File: config.mk
export PLATFORM = sky130hd
export DESIGN_NAME = decode_hazard_unit
export DESIGN_NICKNAME = d
export VERILOG_FILES = /design/src/rtl/decode_hazard_unit_pkg.sv /design/src/rtl/decode_hazard_unit_hazard_tag_pipe.sv /design/src/rtl/decode_hazard_unit.sv
export SDC_FILE = /design/constraint.sdc
export NUM_CORES = 1
export LEC_CHECK = 0
export CORE_MARGIN = 2
export CORE_UTILIZATION = 45
export DETAILED_ROUTE_END_ITERATION = 10
export PLACE_DENSITY = 0.71
export REMOVE_ABC_BUFFERS = 1
export SETUP_SLACK_MARGIN = 0.05
export SYNTH_ARGS = -nofsm -noshare
export SYNTH_HDL_FRONTEND = slang
export SYNTH_SLANG_ARGS = --single-unit
File: constraint.sdc
create_clock -name clock_i -period 13.63 [get_ports clock_i]
set_clock_uncertainty 0.2 [all_clocks]
set_input_delay 2.726 -clock clock_i [delete_from_list [all_inputs] [get_ports clock_i]]
set_output_delay 2.726 -clock clock_i [all_outputs]
set_load 0.1 [all_outputs]
File: src/rtl/decode_hazard_unit_pkg.sv
// Shared types and constants for the decode-stage hazard/forwarding unit.
// The slot record is sized by the default register-index and select widths.
package decode_hazard_unit_pkg;

  localparam int SLOT_NB_REG = 5;
  localparam int SLOT_NB_SEL = 2;

  localparam logic [SLOT_NB_SEL-1:0] FWD_RF   = 2'd0;
  localparam logic [SLOT_NB_SEL-1:0] RDY_ALU  = 2'd2;
  localparam logic [SLOT_NB_SEL-1:0] RDY_LOAD = 2'd3;

  typedef struct packed {
    logic                   valid;
    logic [SLOT_NB_REG-1:0] dst;
    logic [SLOT_NB_SEL-1:0] ready;
  } slot_t;

endpackage

File: src/rtl/decode_hazard_unit_hazard_tag_pipe.sv
// Destination-tag shift register for instructions in flight after decode.
// Slot 1 is EX; the last slot retires each advancing clock.
module hazard_tag_pipe
  import decode_hazard_unit_pkg::*;
#(
  parameter int N_STAGES = 3
) (
  input  logic  clock_i,
  input  logic  reset_i,
  input  logic  hold_i,
  input  slot_t push_slot,
  output slot_t slot_q [1:N_STAGES]
);

  slot_t slot_reg [1:N_STAGES];

  always_ff @(posedge clock_i) begin
    if (reset_i) begin
      slot_reg[1] <= '0;
    end else if (!hold_i) begin
      slot_reg[1] <= push_slot;
    end
  end

  genvar gi;
  generate
    for (gi = 2; gi <= N_STAGES; gi++) begin : g_shift
      always_ff @(posedge clock_i) begin
        if (reset_i) begin
          slot_reg[gi] <= '0;
        end else if (!hold_i) begin
          slot_reg[gi] <= slot_reg[gi-1];
        end
      end
    end
  endgenerate

  assign slot_q = slot_reg;

endmodule

File: src/rtl/decode_hazard_unit.sv
// Decode-stage hazard detection and forwarding-select generation.
// Youngest matching in-flight producer wins; a not-yet-ready producer stalls ID.
module decode_hazard_unit
  import decode_hazard_unit_pkg::*;
#(
  parameter int NB_REG   = SLOT_NB_REG,
  parameter int N_SRC    = 2,
  parameter int N_STAGES = 3,
  parameter int NB_SEL   = SLOT_NB_SEL,
  parameter int NB_CNT   = 16
) (
  input  logic                      clock_i,
  input  logic                      reset_i,
  input  logic                      dec_valid_i,
  input  logic [N_SRC*NB_REG-1:0]   dec_src_i,
  input  logic [N_SRC-1:0]          dec_src_used_i,
  input  logic [NB_REG-1:0]         dec_dst_i,
  input  logic                      dec_reg_write_i,
  input  logic [NB_SEL-1:0]         dec_ready_i,
  input  logic                      hold_i,
  input  logic                      flush_i,
  output logic [N_SRC*NB_SEL-1:0]   fwd_sel_o,
  output logic                      stall_o,
  output logic [NB_CNT-1:0]         stall_cnt_o
);

  slot_t             slots [1:N_STAGES];
  slot_t             push_slot;
  logic [N_SRC-1:0]  hazard;
  logic              stall;
  logic [NB_CNT-1:0] cnt_reg;

  // Register 0 is never recorded as a producer.
  always_comb begin
    push_slot = '0;
    if (dec_valid_i && !stall && !flush_i && dec_reg_write_i && (dec_dst_i != '0)) begin
      push_slot.valid = 1'b1;
      push_slot.dst   = dec_dst_i;
      push_slot.ready = dec_ready_i;
    end
  end

  hazard_tag_pipe #(
    .N_STAGES (N_STAGES)
  ) u_tag_pipe (
    .clock_i   (clock_i),
    .reset_i   (reset_i),
    .hold_i    (hold_i),
    .push_slot (push_slot),
    .slot_q    (slots)
  );

  genvar gi;
  generate
    for (gi = 0; gi < N_SRC; gi++) begin : g_src
      logic [NB_REG-1:0] src;
      logic              hit;
      logic [NB_SEL-1:0] hit_k;
      logic [NB_SEL-1:0] hit_ready;
      logic [NB_SEL-1:0] sel;
      logic              haz;

      assign src = dec_src_i[gi*NB_REG +: NB_REG];

      // Scan oldest to youngest so the smallest matching slot overwrites.
      always_comb begin
        hit       = 1'b0;
        hit_k     = '0;
        hit_ready = '0;
        for (int k = N_STAGES; k >= 1; k--) begin
          if (dec_valid_i && dec_src_used_i[gi] && (src != '0) &&
              slots[k].valid && (slots[k].dst == src)) begin
            hit       = 1'b1;
            hit_k     = NB_SEL'(k);
            hit_ready = slots[k].ready;
          end
        end
        sel = FWD_RF;
        haz = 1'b0;
        if (hit) begin
          if (hit_k >= hit_ready) begin
            sel = hit_k;
          end else begin
            haz = 1'b1;
          end
        end
      end

      assign fwd_sel_o[gi*NB_SEL +: NB_SEL] = sel;
      assign hazard[gi] = haz;
    end
  endgenerate

  assign stall   = (|hazard) & ~flush_i;
  assign stall_o = stall;

  always_ff @(posedge clock_i) begin
    if (reset_i) begin
      cnt_reg <= '0;
    end else if (stall && !hold_i && !(&cnt_reg)) begin
      cnt_reg <= cnt_reg + 1'b1;
    end
  end

  assign stall_cnt_o = cnt_reg;

endmodule

# --- Yosys cells after proc, flatten, opt, wreduce, memory -nomap -nowiden ---
# Cells that the tools add are included.
# Widths: inputs -> output; s select.
word_totals:
  input_bits: 25
  reg_bits: 40
  wordCells: 79
  out_inout_bits: 21
op_classes:
  n_reduce_logical: 31
  bitwise_logic: 2
  addsub: 1
  muxes: 27
  eq_ne: 6
  magnitude_cmp: 2
op_table:
  columns: ["cell", "n"]
  rows:
  - ["$mux 2", 16]
  - ["$eq 5x5->1", 6]
  - ["$logic_and 1x1->1", 22]
  - ["$add 16x1->16 const B", 1]
  - ["$reduce_and 16->1", 1]
  - ["$reduce_bool 5->1", 3]
  - ["$mux 1", 10]
  - ["$mux 8", 1]
  - ["$ge 2x2->1", 2]
  - ["$logic_not 1->1", 4]
  - ["$reduce_or 2->1", 1]
  - ["$and 1x1->1", 1]
  - ["$not 1->1", 1]

# --- Depth between registers and ports, before layout ---
# Gate-level depths: netlist (run 1).
depth:
  word_depth: 18
  mapped_depth: 16
  ltp_nobuf: 15

# --- Modules after synthesis ---
# From an unflattened synthesis (run 1), not the netlist that was laid out.
unflattened:
  cells_unflattened: 296
  area_unflattened_um2: 2667.6
by_module_without_submodules:
  columns: ["mod", "area_per_inst_um2", "cells_per_inst", "n_inst", "seq_area_each_um2"]
  rows:
  - ["decode_hazard_unit", 1798.0, 219, 1, 320.3]
  - ["hazard_tag_pipe", 869.6, 77, 1, 480.5]

# --- Worst setup path after synthesis (run 1) ---
# OpenSTA, ideal clock, no wires.
synth_path:
  kind: "input -> output"
  startpoint: "in dec_src_i[5]"
  endpoint: "out fwd_sel_o[3]"
  slack_ns: 4.230
  path_stages: 10
  arrival_time_ns: 6.474
  path_buffers: 0
  required_time_ns: 10.704
  path_cell_list: "or3_1 o311a_2 and2_1 nor2b_1 a22oi_1 o21ai_0 ha_1 nand2b_1 a21oi_4 nor3_1"
synth_via:
  elab_chain_len: 10
  word_cells_on_any_way: 23
  classes_between: "order compare: 1; eq/ne: 3; mux: 11; reduce/logical: 8"
synth_rtl:
  columns: ["element", "line", "rtl"]
  rows:
  - ["start, declared", "decode_hazard_unit.sv:15", "input logic [N_SRC*NB_REG-1:0] dec_src_i,"]
  - ["$reduce_bool 5->1", "decode_hazard_unit.sv:71", "if (dec_valid_i && dec_src_used_i[gi] && (src != '0) &&"]
  - ["$logic_and 1x1->1 (2 in a row)", "decode_hazard_unit.sv:71", null]
  - ["$logic_and 1x1->1", "decode_hazard_unit.sv:72", "slots[k].valid && (slots[k].dst == src)) begin"]
  - ["$mux 2 (3 in a row)", "decode_hazard_unit.sv:71", null]
  - ["$ge 2x2->1", "decode_hazard_unit.sv:81", "if (hit_k >= hit_ready) begin"]
  - ["$mux 2", "decode_hazard_unit.sv:81", null]
  - ["$mux 2 *", "decode_hazard_unit.sv:80", "if (hit) begin"]
  - ["end, declared", "decode_hazard_unit.sv:22", "output logic [N_SRC*NB_SEL-1:0] fwd_sel_o,"]
# Every way passes the cells marked *; elsewhere a longest branch is shown, timed or not.

# --- Worst setup path after layout (run 1) ---
layout_path:
  startpoint: "in dec_src_i[3]"
  endpoint: "out stall_o"
layout_via:
  elab_chain_len: 12
  word_cells_on_any_way: 25
  classes_between: "order compare: 1; eq/ne: 3; mux: 11; bitwise: 1; reduce/logical: 9"
layout_rtl:
  columns: ["element", "line", "rtl"]
  rows:
  - ["$reduce_bool 5->1", "decode_hazard_unit.sv:71", null]
  - ["$logic_and 1x1->1 (2 in a row)", "decode_hazard_unit.sv:71", null]
  - ["$logic_and 1x1->1", "decode_hazard_unit.sv:72", null]
  - ["$mux 2 (3 in a row)", "decode_hazard_unit.sv:71", null]
  - ["$ge 2x2->1", "decode_hazard_unit.sv:81", null]
  - ["$mux 1", "decode_hazard_unit.sv:81", null]
  - ["$mux 1 *", "decode_hazard_unit.sv:80", null]
  - ["$reduce_or 2->1 *", "decode_hazard_unit.sv:94", "assign stall = (|hazard) & ~flush_i;"]
  - ["$and 1x1->1 *", "decode_hazard_unit.sv:94", null]
  - ["end, declared", "decode_hazard_unit.sv:23", "output logic stall_o,"]
# Marked as above.

==> impl_metrics.json, run 1 <==
{
  "die_area_um2": 5770,
  "fillers": 459,
  "crit_buf_inv": 2,
  "syn_area_um2": 2330,
  "vias_per_cell": 5.41,
  "synth_cell_types": 48,
  "antenna_cells": 0,
  "start_util_pct": 46.2,
  "cap_violations": 0,
  "clock_latency_ns": 0.29,
  "ys_seq_area_share_pct": 34.4,
  "cp.arrival_ns": 7.29,
  "synth.avg_cell_area_um2": 8.86,
  "power.density_nw_per_um2": 74.1,
  "antenna_found_initial": 0,
  "first_global_vias": 1935,
  "fin_nets": 336,
  "die_h_um": 76.0,
  "max_freq_mhz": 97.9,
  "period_share_pct": 74.9,
  "power_leakage_nw": 1.08,
  "cp_max_fo": 11,
  "crit_slowest_cell": "clkdlybuf4s50_1",
  "cts_resized": 0,
  "cp_cell_sequence": "clkdlybuf4s50_1 -> xor2_1 -> nor4_1 -> and3_1 -> nor2b_1 -> nor2b_1 -> a22oi_1 -> o21ai_0 -> ha_1 -> nand2b_1 -> a21oi_1 -> nor2b_1 -> o31ai_2 -> and2_1 -> nor2_1 -> clkdlybuf4s50_1",
  "htree_levels": 2,
  "place.gp.congestion": 0.898,
  "wl_per_cell_um": 14.8,
  "grt_first_pass_wirelength_um": 9290,
  "wl_um": 5550,
  "track_usage_pct": 19.5,
  "start_kind": "primary input",
  "required_ns": 10.70,
  "firstDrtPassIters": 4,
  "synth_edf_count": 0,
  "ys_warn_count": 0,
  "cp_slowest_stage_delay_ns": 1.15,
  "drive_gt1_share_pct": 6.86,
  "hpwlAfterDp_um": 4120,
  "cpLargestDelayFamily": "simple AND/OR/NAND/NOR gates",
  "postRouteAntennaNets": 0,
  "numCtsBuffers": 5,
  "finalSetupTns_ns": 0,
  "netlist_instances": 263,
  "dp.cells": 369,
  "rows": 26,
  "tritoncts": "yes",
  "slew_headroom_pct": 34.9,
  "path_class": "in2out",
  "fin_util_pct": 57.8,
  "cts_setup_buffers": 0,
  "tightest_slew_ns": 0.973,
  "ctsHoldBuffers": 0,
  "die_w_um": 76.0,
  "area_growth_pct": 25.0,
  "io_pins": 46,
  "dpl_cell_area_um2": 2830,
  "grt_max_degree": 43,
  "outcome": "finished, final reports clean",
  "io_buffers": 45,
  "clk_pin_slew_ns": 0.08,
  "synth_top_flop_cell": "dfxtp_1",
  "rsz0062_at_grt": "false",
  "core_area_um2": 5040,
  "final-max-slew-violation-count": 0,
  "setup_viol_count_final": 0,
  "synthArstFlopShare_pct": 0,
  "ys_ff_latch": 40,
  "final_cells": 376,
  "clockBufferDepth": 2,
  "cts.sinks": 40,
  "drcViolationCount": 0,
  "grt_overflow": 0,
  "finalHoldViolations": 0,
  "hold_path_class": "reg2reg",
  "place_ws_ns": 3.47,
  "worst_hold_slack_ns": 0.302,
  "layout_min_cycle_time_ns": 10.21,
  "irDropWorstVdd_v": 0.0000692,
  "finalPower_mw": 0.216,
  "drt_iter0_markers": 144,
  "cts-root-buf": "clkbuf_8",
  "vias": 2033,
  "setup_slack_ns": 3.42,
  "endpoint_kind": "primary output",
  "path_common_cell": "nor2b_1",
  "fin_area_um2": 2910
}
area by class of cell:
cell class	count	area [um2]	share of cell area [%]
clock buffers	5	68.8	2.36
clock inverters	2	12.5	0.430
inverters	4	15.0	0.515
multi-input cells	208	1460	50.2
flip-flops and latches	40	801	27.5
well taps	70	87.6	3.01
repair buffers	47	465	16.0
routing by layer:
| layer | wire (um) | GRT usage (%) | vias up |
|---|---|---|---|
| li1 | - | - | 1034 |
| met3 | 157 | 4.50 | 2 |
| met4 | 41 | 4.91 | 0 |
| met5 | 0 | 0 | - |
| met2 | 2710 | 32.0 | 32 |
| met1 | 2640 | 26.2 | 965 |
cells in the mapped netlist, drive strengths merged, types with 2 or more instances:
master	n	area share, %
a21oi	12	3.1
inv	4	0.64
nand3b	2	0.64
a211oi	2	0.64
or3	6	1.6
nor3	3	0.64
a22oi	3	0.97
a22o	2	0.75
nand2	8	1.3
a32oi	7	2.6
and2	4	1.1
o21ai	8	1.7
ha	5	2.7
xor2	24	9.0
nor2	43	7.0
a211o	2	0.81
nand3	4	0.86
or4	3	0.97
xnor2	10	3.8
nand4	2	0.81
nand2b	3	0.81
buf	4	1.1
mux2i	19	8.2
and3	8	2.2
nor4	7	1.9
dfxtp	40	34
o31ai	3	1.2
nor2b	7	1.9
clkbuf	7	1.1
a2111oi	2	0.75
final timing paths:
| path | startpoint | end | slack (ns) | cells after the start |
|---|---|---|---|---|
| worst min-delay path | stall_cnt_o[15]$_SDFFE_PP0P_ | stall_cnt_o[15]$_SDFFE_PP0P_ | 0.30 | 2 |
| worst max-delay path | dec_src_i[3] | stall_o | 3.42 | 16 |
| worst max register to register | u_tag_pipe.slot_q[13]$_SDFFE_PP0N_ | stall_cnt_o[11]$_SDFFE_PP0P_ | 9.54 | 15 |
| worst min register to register | stall_cnt_o[15]$_SDFFE_PP0P_ | stall_cnt_o[15]$_SDFFE_PP0P_ | 0.30 | 2 |
flip-flops by register name, summed over array words and instances (netlist names):
name               count
stall_cnt_o           16
u_tag_pipe.slot_q     24
tightest hold or removal path, delay by kind of cell, from the launching register on:
kind           cells  cell delay [ns]
flip-flops         1             0.34
AO/OA/AOI/OAI      2             0.12
kinds of logic after synthesis:
kind of cell | Yosys count | synth area share [%]
buffers and inverters | 15 | 2.90
adders and majority gates | 5 | 2.68
xor gates and xnor gates | 34 | 12.8
muxes | 20 | 8.64
and+or+nand+nor | 101 | 22.2
DFF | 40 | 34.4
AOI/OAI and AO/OA | 48 | 16.4
cells in the final DEF (no fill, tap or decap), drive strengths merged, types with 2 or more instances in the layout:
cell,instances
clkdlybuf4s50,45
nor2,43
dfxtp,40
xor2,24
mux2i,19
a21oi,12
xnor2,10
nand2,8
o21ai,8
and3,8
nor4,7
nor2b,7
a32oi,7
or3,6
ha,5
clkbuf,5
inv,4
nand3,4
and2,4
a22oi,3
or4,3
nand2b,3
nor3,3
o31ai,3
a22o,2
a2111oi,2
a211oi,2
nand3b,2
buf,2
nand4,2
a211o,2
power breakdown:
part | internal, mW | switching, mW | leakage, nW | total [mW]
Clock | 0.0347 | 0.0413 | 0.0400 | 0.0760
Sequential | 0.117 | 0.000800 | 0.322 | 0.118
Combinational | 0.0111 | 0.0107 | 0.717 | 0.0218
(Power assumes the default switching activity.)
==> run 2: changes to the inputs <==
==> constraint.sdc (replaced) <==
create_clock -name clock_i -period 9.4 [get_ports clock_i]
set_clock_uncertainty 0.2 [all_clocks]
set_input_delay 1.88 -clock clock_i [delete_from_list [all_inputs] [get_ports clock_i]]
set_output_delay 1.88 -clock clock_i [all_outputs]
set_load 0.1 [all_outputs]
==> run 2 against run 1 <==
Die area unchanged. Largest power group unchanged. Hold slack improved by 0.0038 ns. Clock power increased by 39%. Setup slack got worse by 1.7 ns. Utilization decreased by 0.12 points. Clock-buffer cell count increased by 1. Register-to-register slack got worse by 4.1 ns. Critical path type unchanged.
==> impl_metrics.json, run 2 (synthesized netlist as in run 1, its figures left out) <==
{
  "busiest_layer": "met2",
  "die_w_um": 76.0,
  "irDropWorstVdd_v": 0.0000835,
  "htree_levels": 2,
  "ff2ff_path_depth": 15,
  "start_kind": "primary input",
  "cp.arrival_ns": 5.61,
  "cp_max_fo": 4,
  "cap_violations": 0,
  "crit_slowest_cell": "clkdlybuf4s50_1",
  "cts_setup_buffers": 0,
  "drt_iter0_markers": 113,
  "cpLargestDelayFamily": "buffers and inverters",
  "tritoncts": "yes",
  "dp.cells": 369,
  "grt_overflow": 0,
  "clk_pin_slew_ns": 0.07,
  "rr_startpoint": "u_tag_pipe.slot_q[12]$_SDFFE_PP0N_",
  "clockBufferDepth": 2,
  "numCtsBuffers": 5,
  "hp-start": "stall_cnt_o[9]$_SDFFE_PP0P_",
  "path_class": "in2out",
  "vias_per_cell": 5.38,
  "fin_nets": 336,
  "required_ns": 7.32,
  "slew_headroom_pct": 35.0,
  "cts-root-buf": "clkbuf_8",
  "r2r-end": "stall_cnt_o[11]$_SDFFE_PP0P_",
  "clock_latency_ns": 0.29,
  "postRouteAntennaNets": 0,
  "drcViolationCount": 0,
  "tightest_slew_ns": 0.973,
  "cp_slowest_stage_delay_ns": 1.18,
  "vias": 2022,
  "die_area_um2": 5770,
  "outcome": "finished, final reports clean",
  "area_growth_pct": 24.7,
  "track_usage_pct": 18.2,
  "hold_path_class": "reg2reg",
  "finalPower_mw": 0.309,
  "hpwlAfterDp_um": 4000,
  "crit_buf_inv": 2,
  "finalHoldViolations": 0,
  "final_cells": 376,
  "hold_depth": 2,
  "io_buffers": 45,
  "antenna_found_initial": 0,
  "layout_min_cycle_time_ns": 7.69,
  "use_met2_pct": 28.7,
  "die_h_um": 76.0,
  "drive_gt1_share_pct": 6.86,
  "ctsHoldBuffers": 0,
  "cts_resized": 0,
  "place.gp.congestion": 0.922,
  "finalSetupTns_ns": 0,
  "start_util_pct": 46.2,
  "place_ws_ns": 1.73,
  "grt_first_pass_wirelength_um": 8590,
  "final_common_cell": "clkdlybuf4s50_1",
  "rsz0062_at_grt": "false",
  "core_area_um2": 5040,
  "max_freq_mhz": 130,
  "use_met1_pct": 24.9,
  "io_pins": 46,
  "cts.sinks": 40,
  "grt_max_degree": 43,
  "rows": 26,
  "power.density_nw_per_um2": 106,
  "final_cell_mix": "clkdlybuf4s50_1 (44), nor2_1 (42), dfxtp_1 (40), xor2_1 (24), mux2i_1 (19)",
  "r2r_slack_ns": 5.42,
  "endpoint_kind": "primary output",
  "final-max-slew-violation-count": 0,
  "largest_reg_flops": 24,
  "min_to": "stall_cnt_o[9]$_SDFFE_PP0P_",
  "period_share_pct": 81.8,
  "cp_cell_sequence": "clkdlybuf4s50_1 -> xor2_1 -> nor4_1 -> and3_1 -> nor2b_1 -> nor2b_1 -> a22oi_1 -> o21ai_0 -> ha_1 -> nand2b_1 -> a21oi_1 -> nor3_1 -> clkdlybuf4s50_1",
  "grt_use_met3_pct": 4.03,
  "antenna_cells": 0,
  "power_leakage_nw": 1.08,
  "first_global_vias": 1804,
  "setup_viol_count_final": 0,
  "wl_per_cell_um": 14.0,
  "setup_slack_ns": 1.71,
  "wl_um": 5270,
  "firstDrtPassIters": 4
}
==> run 2: cell count changes in the layout (fill, tap and decap cells not counted), sizes merged <==
cell | before | now
clkbuf | 5 | 6
clkinvlp | 1 | 0
buf | 2 | 3
clkdlybuf4s50 | 45 | 44
==> run 2: final cells by class <==
class	instances	area [um2]
clock buffers	6	72.6
clock inverters	1	5.00
fillers	451	2140
inverters	4	15.0
multi-input cells	208	1460
flip-flops and latches	40	801
well taps	70	87.6
repair buffers	47	463
==> run 2: worst max-delay path by stage <==
stage / start / endpoint / slack [ns] / cells after the start
6_report: dec_src_i[3] / fwd_sel_o[1] / 1.71 / 13
5_1_grt: dec_src_i[3] / fwd_sel_o[1] / 1.47 / 13
4_1_cts: dec_src_i[3] / fwd_sel_o[1] / 1.73 / 13
3_5_place_dp: dec_src_i[3] / fwd_sel_o[1] / 1.73 / 13
3_3_place_gp: dec_src_i[8] / fwd_sel_o[3] / 1.76 / 13
2_1_floorplan: dec_src_i[5] / fwd_sel_o[3] / 1.70 / 10
==> run 2: power breakdown <==
part	internal (mW)	switching, mW	leakage [nW]
clock	0.0505	0.0558	0.0410
combinational	0.0161	0.0150	0.719
sequential	0.170	0.00117	0.322
total	0.237	0.0719	1.08
==> run 2: metal layers <==
metal / wire [um] / up-vias
met5: 0 / -
met4: 66 / 0
met3: 199 / 7
met2: 2480 / 41
met1: 2520 / 942
li1: - / 1032
==> run 2: metrics by stage <==
step | hold WS [ns] | utilization, % | cell area, um2
floorplan | 0.270 | - | 2280
finish | 0.306 | 57.6 | 2910
global route | 0.337 | 57.6 | 2910
detailed placement | 0.296 | 56.1 | 2830
global placement | 0.282 | 56.1 | 2830
CTS | 0.311 | 57.6 | 2910
==> run 2: worst reg2reg max path: stages, from the launching register on <==
cell	delay, ns
dfxtp_1	0.37
xor2_1	0.18
nor4_1	0.28
and3_1	0.23
nor2b_1	0.27
nor2b_1	0.11
a22oi_1	0.15
o21ai_0	0.12
ha_1	0.29
nand2b_1	0.14
a21oi_1	0.21
nor2b_1	0.19
o31ai_2	0.15
a211o_1	0.46
nor3_1	0.21
mux2_1	0.33
